**config.mk**
```make
export PLATFORM = sky130hd
export DESIGN_NAME = alu_issue_ctrl
export DESIGN_NICKNAME = d
export VERILOG_FILES = /design/src/rtl/alu_pkg.sv /design/src/rtl/regfile_8x16.sv /design/src/rtl/alu_issue_ctrl.sv
export SDC_FILE = /design/constraint.sdc
export NUM_CORES = 1
export LEC_CHECK = 0
export BUFFER_PORTS_ARGS = -buffer_cell sky130_fd_sc_hd__buf_2
export CORE_MARGIN = 2
export CORE_UTILIZATION = 42
export DETAILED_ROUTE_END_ITERATION = 12
export GPL_TIMING_DRIVEN = 0
export PLACE_DENSITY = 0.67
export SLEW_MARGIN = 40
export SYNTH_ARGS = -nofsm -noshare
export SYNTH_HDL_FRONTEND = slang
export SYNTH_SLANG_ARGS = --single-unit
```
**constraint.sdc**
```tcl
create_clock -name clk -period 2.45 [get_ports clk]
set_input_delay 0.245 -clock clk [delete_from_list [all_inputs] [get_ports clk]]
set_output_delay 0.245 -clock clk [all_outputs]
set_load 0.01 [all_outputs]
```
**src/rtl/alu_pkg.sv**
```systemverilog
// Shared definitions for the ALU issue/writeback controller: op codes,
// FSM state encoding, datapath defaults and the latched-instruction record.
package alu_pkg;

    localparam int DEF_WIDTH = 16;
    localparam int DEF_NREGS = 8;
    localparam int AW        = 3;

    localparam logic [3:0] OP_SUB    = 4'd0;
    localparam logic [3:0] OP_ADD    = 4'd1;
    localparam logic [3:0] OP_OR     = 4'd2;
    localparam logic [3:0] OP_AND    = 4'd3;
    localparam logic [3:0] OP_DEC    = 4'd4;
    localparam logic [3:0] OP_INC    = 4'd5;
    localparam logic [3:0] OP_INVERT = 4'd6;
    localparam logic [3:0] OP_LSL    = 4'd8;
    localparam logic [3:0] OP_SLT    = 4'd9;
    localparam logic [3:0] OP_LSR    = 4'd10;
    localparam logic [3:0] OP_ASL    = 4'd12;
    localparam logic [3:0] OP_ASR    = 4'd14;

    localparam logic [1:0] ST_IDLE      = 2'd0;
    localparam logic [1:0] ST_OPERAND   = 2'd1;
    localparam logic [1:0] ST_EXECUTE   = 2'd2;
    localparam logic [1:0] ST_WRITEBACK = 2'd3;

    typedef struct packed {
        logic [3:0]    op;
        logic [AW-1:0] rd;
        logic [AW-1:0] rs;
        logic [AW-1:0] rt;
        logic          imm_sel;
    } instr_t;

    function automatic logic is_legal_op(input logic [3:0] op);
        case (op)
            OP_SUB, OP_ADD, OP_OR, OP_AND, OP_DEC, OP_INC, OP_INVERT,
            OP_LSL, OP_SLT, OP_LSR, OP_ASL, OP_ASR: return 1'b1;
            default:                                return 1'b0;
        endcase
    endfunction

endpackage

```
**src/rtl/regfile_8x16.sv**
```systemverilog
// Register file: two combinational read ports, a debug read port and one
// synchronous write port. r0 is hardwired to zero on every read port.
module regfile_8x16
    import alu_pkg::*;
#(
    parameter int NREGS = DEF_NREGS,
    parameter int WIDTH = DEF_WIDTH
) (
    input  logic             clk,
    input  logic             rst_n,
    input  logic [AW-1:0]    ra_addr,
    output logic [WIDTH-1:0] ra_data,
    input  logic [AW-1:0]    rb_addr,
    output logic [WIDTH-1:0] rb_data,
    input  logic [AW-1:0]    dbg_addr,
    output logic [WIDTH-1:0] dbg_data,
    input  logic             we,
    input  logic [AW-1:0]    wa,
    input  logic [WIDTH-1:0] wd
);

    logic [WIDTH-1:0] regs [NREGS];

    // NOTE: the array sits in the reset branch because the architecture
    // requires every register to read 0 after reset; a plain RAM macro
    // would not offer that, so this must stay a flop array.
    always_ff @(posedge clk or negedge rst_n) begin
        if (!rst_n) begin
            for (int i = 0; i < NREGS; i++) regs[i] <= '0;
        end else if (we && wa != '0) begin
            regs[wa] <= wd;
        end
    end

    assign ra_data  = (ra_addr  == '0) ? '0 : regs[ra_addr];
    assign rb_data  = (rb_addr  == '0) ? '0 : regs[rb_addr];
    assign dbg_data = (dbg_addr == '0) ? '0 : regs[dbg_addr];

endmodule

```
**src/rtl/alu_issue_ctrl.sv**
```systemverilog
// Multicycle issue/writeback controller in front of the 16-bit ALU:
// accept -> read operands -> let ALU settle -> write back and update flags.
module alu_issue_ctrl
    import alu_pkg::*;
#(
    parameter int NREGS = DEF_NREGS,
    parameter int WIDTH = DEF_WIDTH
) (
    input  logic             clk,
    input  logic             rst_n,
    input  logic             in_valid,
    output logic             in_ready,
    input  logic [3:0]       in_op,
    input  logic [2:0]       in_rd,
    input  logic [2:0]       in_rs,
    input  logic [2:0]       in_rt,
    input  logic             in_imm_sel,
    input  logic [WIDTH-1:0] in_imm,
    output logic [WIDTH-1:0] alu_a,
    output logic [WIDTH-1:0] alu_b,
    output logic [3:0]       alu_ctrl,
    input  logic [WIDTH-1:0] alu_s,
    input  logic             alu_ovf,
    input  logic             alu_zero,
    output logic             done,
    output logic             illegal,
    output logic             flag_z,
    output logic             flag_v,
    output logic             flag_v_sticky,
    input  logic             v_clr,
    input  logic [2:0]       dbg_addr,
    output logic [WIDTH-1:0] dbg_data
);

    logic [1:0]       state;
    logic             run_q;
    instr_t           instr_q;
    logic [WIDTH-1:0] imm_q;
    logic [WIDTH-1:0] res_s;
    logic             res_ovf;
    logic             res_zero;
    logic [WIDTH-1:0] rs_data;
    logic [WIDTH-1:0] rt_data;
    logic             op_legal;
    logic             wb_legal;

    regfile_8x16 #(.NREGS(NREGS), .WIDTH(WIDTH)) u_rf (
        .clk      (clk),
        .rst_n    (rst_n),
        .ra_addr  (instr_q.rs),
        .ra_data  (rs_data),
        .rb_addr  (instr_q.rt),
        .rb_data  (rt_data),
        .dbg_addr (dbg_addr),
        .dbg_data (dbg_data),
        .we       (wb_legal),
        .wa       (instr_q.rd),
        .wd       (res_s)
    );

    assign op_legal = is_legal_op(instr_q.op);
    assign wb_legal = (state == ST_WRITEBACK) && op_legal;
    assign done     = (state == ST_WRITEBACK);
    assign illegal  = done && !op_legal;
    // run_q keeps in_ready low until the first clock after reset release.
    assign in_ready = run_q && (state == ST_IDLE);

    // NOTE: all state below uses non-blocking assignments so every flop
    // samples pre-edge values regardless of statement order.
    always_ff @(posedge clk or negedge rst_n) begin
        if (!rst_n) begin
            state    <= ST_IDLE;
            run_q    <= 1'b0;
            instr_q  <= '0;
            imm_q    <= '0;
            alu_a    <= '0;
            alu_b    <= '0;
            alu_ctrl <= '0;
            res_s    <= '0;
            res_ovf  <= 1'b0;
            res_zero <= 1'b0;
            flag_z   <= 1'b0;
            flag_v   <= 1'b0;
        end else begin
            run_q <= 1'b1;
            case (state)
                ST_IDLE: begin
                    if (in_valid && in_ready) begin
                        instr_q <= '{op: in_op, rd: in_rd, rs: in_rs,
                                     rt: in_rt, imm_sel: in_imm_sel};
                        imm_q   <= in_imm;
                        state   <= ST_OPERAND;
                    end
                end
                ST_OPERAND: begin
                    alu_a    <= rs_data;
                    alu_b    <= instr_q.imm_sel ? imm_q : rt_data;
                    alu_ctrl <= instr_q.op;
                    state    <= ST_EXECUTE;
                end
                ST_EXECUTE: begin
                    res_s    <= alu_s;
                    res_ovf  <= alu_ovf;
                    res_zero <= alu_zero;
                    state    <= ST_WRITEBACK;
                end
                default: begin
                    if (op_legal) begin
                        flag_z <= res_zero;
                        flag_v <= res_ovf;
                    end
                    state <= ST_IDLE;
                end
            endcase
        end
    end

    // A writeback that sets overflow takes priority over a same-cycle clear.
    always_ff @(posedge clk or negedge rst_n) begin
        if (!rst_n) begin
            flag_v_sticky <= 1'b0;
        end else if (wb_legal && res_ovf) begin
            flag_v_sticky <= 1'b1;
        end else if (v_clr) begin
            flag_v_sticky <= 1'b0;
        end
    end

endmodule

```
==> flow_metrics.tcl <==
set metrics [dict create \
    yosysSeqAreaShare 0.482 \
    fmax_mhz 404 \
    finClkSkew_ns 0.0133 \
    cts_tree "yes" \
    finalHoldViolations 0 \
    gr-total-overflow 0 \
    syn_nets 864 \
    start_util 0.430 \
    yosys.area.top_type "dfrtp_1" \
    status "finished, violations left" \
    yosysMostFrequentCell "mux2_2" \
    grt_max_degree 73 \
    nFillCells 2101 \
    grt_pass1_vias 7899 \
    hpwl_um 21300 \
    crit_arrival_ns 2.87 \
    setup_violations 4 \
    cp_data_required_time_ns 2.85 \
    fp.dieArea_sq_mm 0.0263 \
    numPortBuffers 110 \
    antenna_found_initial 2 \
    die_w_um 162 \
    preCtsSetupSlack_ns -0.579 \
    firstDrtPassIters 5 \
    area_growth_syn_to_layout_pct 22.1 \
    post_drt_wl_per_cell_um 24.1 \
    power.density_mw_per_mm2 1370 \
    synthFlopType "dfrtp_1" \
    routed_wl_um 32200 \
    core_sq_mm 0.0244 \
    p_leak_nw 5.76 \
    synth_area_per_cell_sq_um 13.0 \
    synth_seq_cells 202 \
    dpl-instance-area_sq_mm 0.0115 \
    rows 57 \
    netlist_instances 804 \
    syn_area_sq_mm 0.0105 \
    timing.hold.ws_ns 0.0206 \
    drt-vias-per-instance 5.92 \
    hold_class "in -> reg" \
    dieHeight_um 162 \
    drt_iter0_markers 749 \
    clock_latency_ns 0.51 \
    antenna_cells 0 \
    violations "negative setup slack" \
    drive_gt1_frac 0.438 \
    netlist.area_leader.share 0.482 \
    synthArstFlopShare 1.00 \
    synth_edf_count 0 \
    clockRootBuffer "clkbuf_16" \
    nNetsFinal 1052 \
    grt.total_usage 0.245 \
    clk_pin_slew_ns 0.06 \
    stdcell_count 1332 \
    cp-end-kind "register" \
    drv_slew 0 \
    worst_pin_slew_ns 0.890 \
    ir_drop_uv 636 \
    vias 7884 \
    min_period_ns 2.48 \
    drc 0 \
    synth_common_cells "mux2_2, dfrtp_1, mux2i_1" \
    crit_path_start_kind "register" \
    fin_setup_tns_ns -0.0587 \
    layout_setup_ws_ns -0.0271 \
    cts_made_buffers 23 \
    stdcell_area_sq_mm 0.0128 \
    htree_levels 1 \
    critical_path_class "reg -> reg" \
    cts.path.max_buffers 3 \
    grt_pass1_wl_um 48100 \
    place_congestion 0.916 \
    cts_sinks 202 \
    dp.cells 1241 \
    yosysWarningCount 0 \
    timing.slew.headroom 0.407 \
    crit_fanout 10 \
    synthTopCellsByArea "dfrtp_1, mux2_2, mux2i_1" \
    ys_types 36 \
    drv_cap 0 \
    rsz0062_at_grt "false" \
    ios 113 \
    ant_nets 0 \
    fin_crit_sh 1.01 \
]
-- per-stage QoR --
step           power, mW  utilization
6_report            17.6        0.525
3_3_place_gp        13.7        0.469
2_1_floorplan       11.2            -
5_1_grt             18.5        0.525
3_5_place_dp        13.9        0.473
4_1_cts             17.5        0.524
-- kinds of logic after synthesis --
group,share of synthesized area
muxes,0.336
DFF,0.482
AOI/OAI and AO/OA,0.100
adders and majority gates,0.00704
buffers and inverters,0.0324
other,0.000357
and+or+nand+nor,0.0423
-- sequential cells by signal (all words and copies together) (netlist names) --
| signal | flops |
|---|---|
| alu_ctrl | 4 |
| alu_a | 16 |
| flag_z | 1 |
| state | 2 |
| res_ovf | 1 |
| u_rf.regs | 112 |
| res_s | 16 |
| flag_v | 1 |
| res_zero | 1 |
| instr_q | 14 |
| alu_b | 16 |
| flag_v_sticky | 1 |
| imm_q | 16 |
| run_q | 1 |
-- area by class of cell --
| type | count | area (sq um) | area share |
|---|---|---|---|
| Timing Repair Buffer | 163 | 1130 | 0.0881 |
| Buffer | 63 | 328 | 0.0256 |
| Multi-Input combinational cell | 529 | 5090 | 0.398 |
| Tap cell | 324 | 405 | 0.0316 |
| Clock buffer | 32 | 659 | 0.0515 |
| Inverter | 10 | 37.5 | 0.00293 |
| Sequential cell | 202 | 5050 | 0.395 |
| Clock inverter | 9 | 101 | 0.00791 |
-- path summary, 6_finish.rpt --
path | to | from | slack, ns | depth (start not counted)
worst max-delay path | alu_b[14] | instr_q[2] | -0.03 | 6
worst min-delay path | instr_q[5] | in_rs[1] | 0.02 | 2
worst max register to register | alu_b[14] | instr_q[2] | -0.03 | 6
worst min register to register | alu_a[0] | alu_a[0] | 0.49 | 1
max in group asynchronous | alu_b[7] | rst_n | 1.29 | 4
min in group asynchronous | u_rf.regs[46] | rst_n | 0.21 | 2
-- per-layer routing --
layer,up-vias,global-route usage,share of wire
li1,3423,-,-
met3,123,0.0501,0.083
met4,2,0.130,0.066
met1,3925,0.323,0.40
met2,411,0.380,0.45
met5,-,0,0.00040
-- where the power goes --
part	internal, mW	leakage (nW)	total, mW	switching (mW)
Combinational	3.73	2.86	7.63	3.90
Sequential	4.89	2.53	6.47	1.58
Clock	2.08	0.376	3.47	1.38
Total	10.7	5.76	17.6	6.86
-- what timing repair did --
| item | 4_1_cts | 5_1_grt |
|---|---|---|
| hold buffers | 47 | 0 |
| hold endpoints to repair | 176 | 0 |
| pin swaps | 0 | 2 |
| buffers inserted | 0 | 3 |
| resized for setup | 10 | 6 |
| setup endpoints to repair | 24 | 35 |
-- cell usage in the layout (no fill, tap or decap), types with 4 or more instances in the layout --
cell type,Yosys,routed
clkbuf_8,0,5
clkinv_2,0,5
o221ai_1,7,7
o22ai_1,5,5
mux2i_1,55,55
clkbuf_2,0,12
o21ai_0,22,22
clkbuf_16,0,23
buf_4,4,9
clkbuf_1,38,31
nor2_1,19,19
a22oi_1,27,27
buf_1,7,4
dfrtp_1,202,202
mux4_2,18,18
mux2_2,228,228
dlygate4sd3_1,0,47
a221oi_1,42,42
nand2b_1,4,4
ha_1,5,5
o22a_1,7,7
nor3_4,4,4
buf_2,10,118
a21oi_1,17,17
nand2_1,34,34
nor2b_1,7,7
inv_1,10,10
a21o_1,12,12
-- worst max-delay path: stages, from the launching register on --
cell      delay (ns)
dfrtp_1         0.35
clkbuf_1        0.49
and2_1          0.21
clkbuf_1        0.37
clkbuf_2        0.40
a221oi_1        0.26
a21o_1          0.27
No activity file was read; power rests on OpenSTA's default activity.
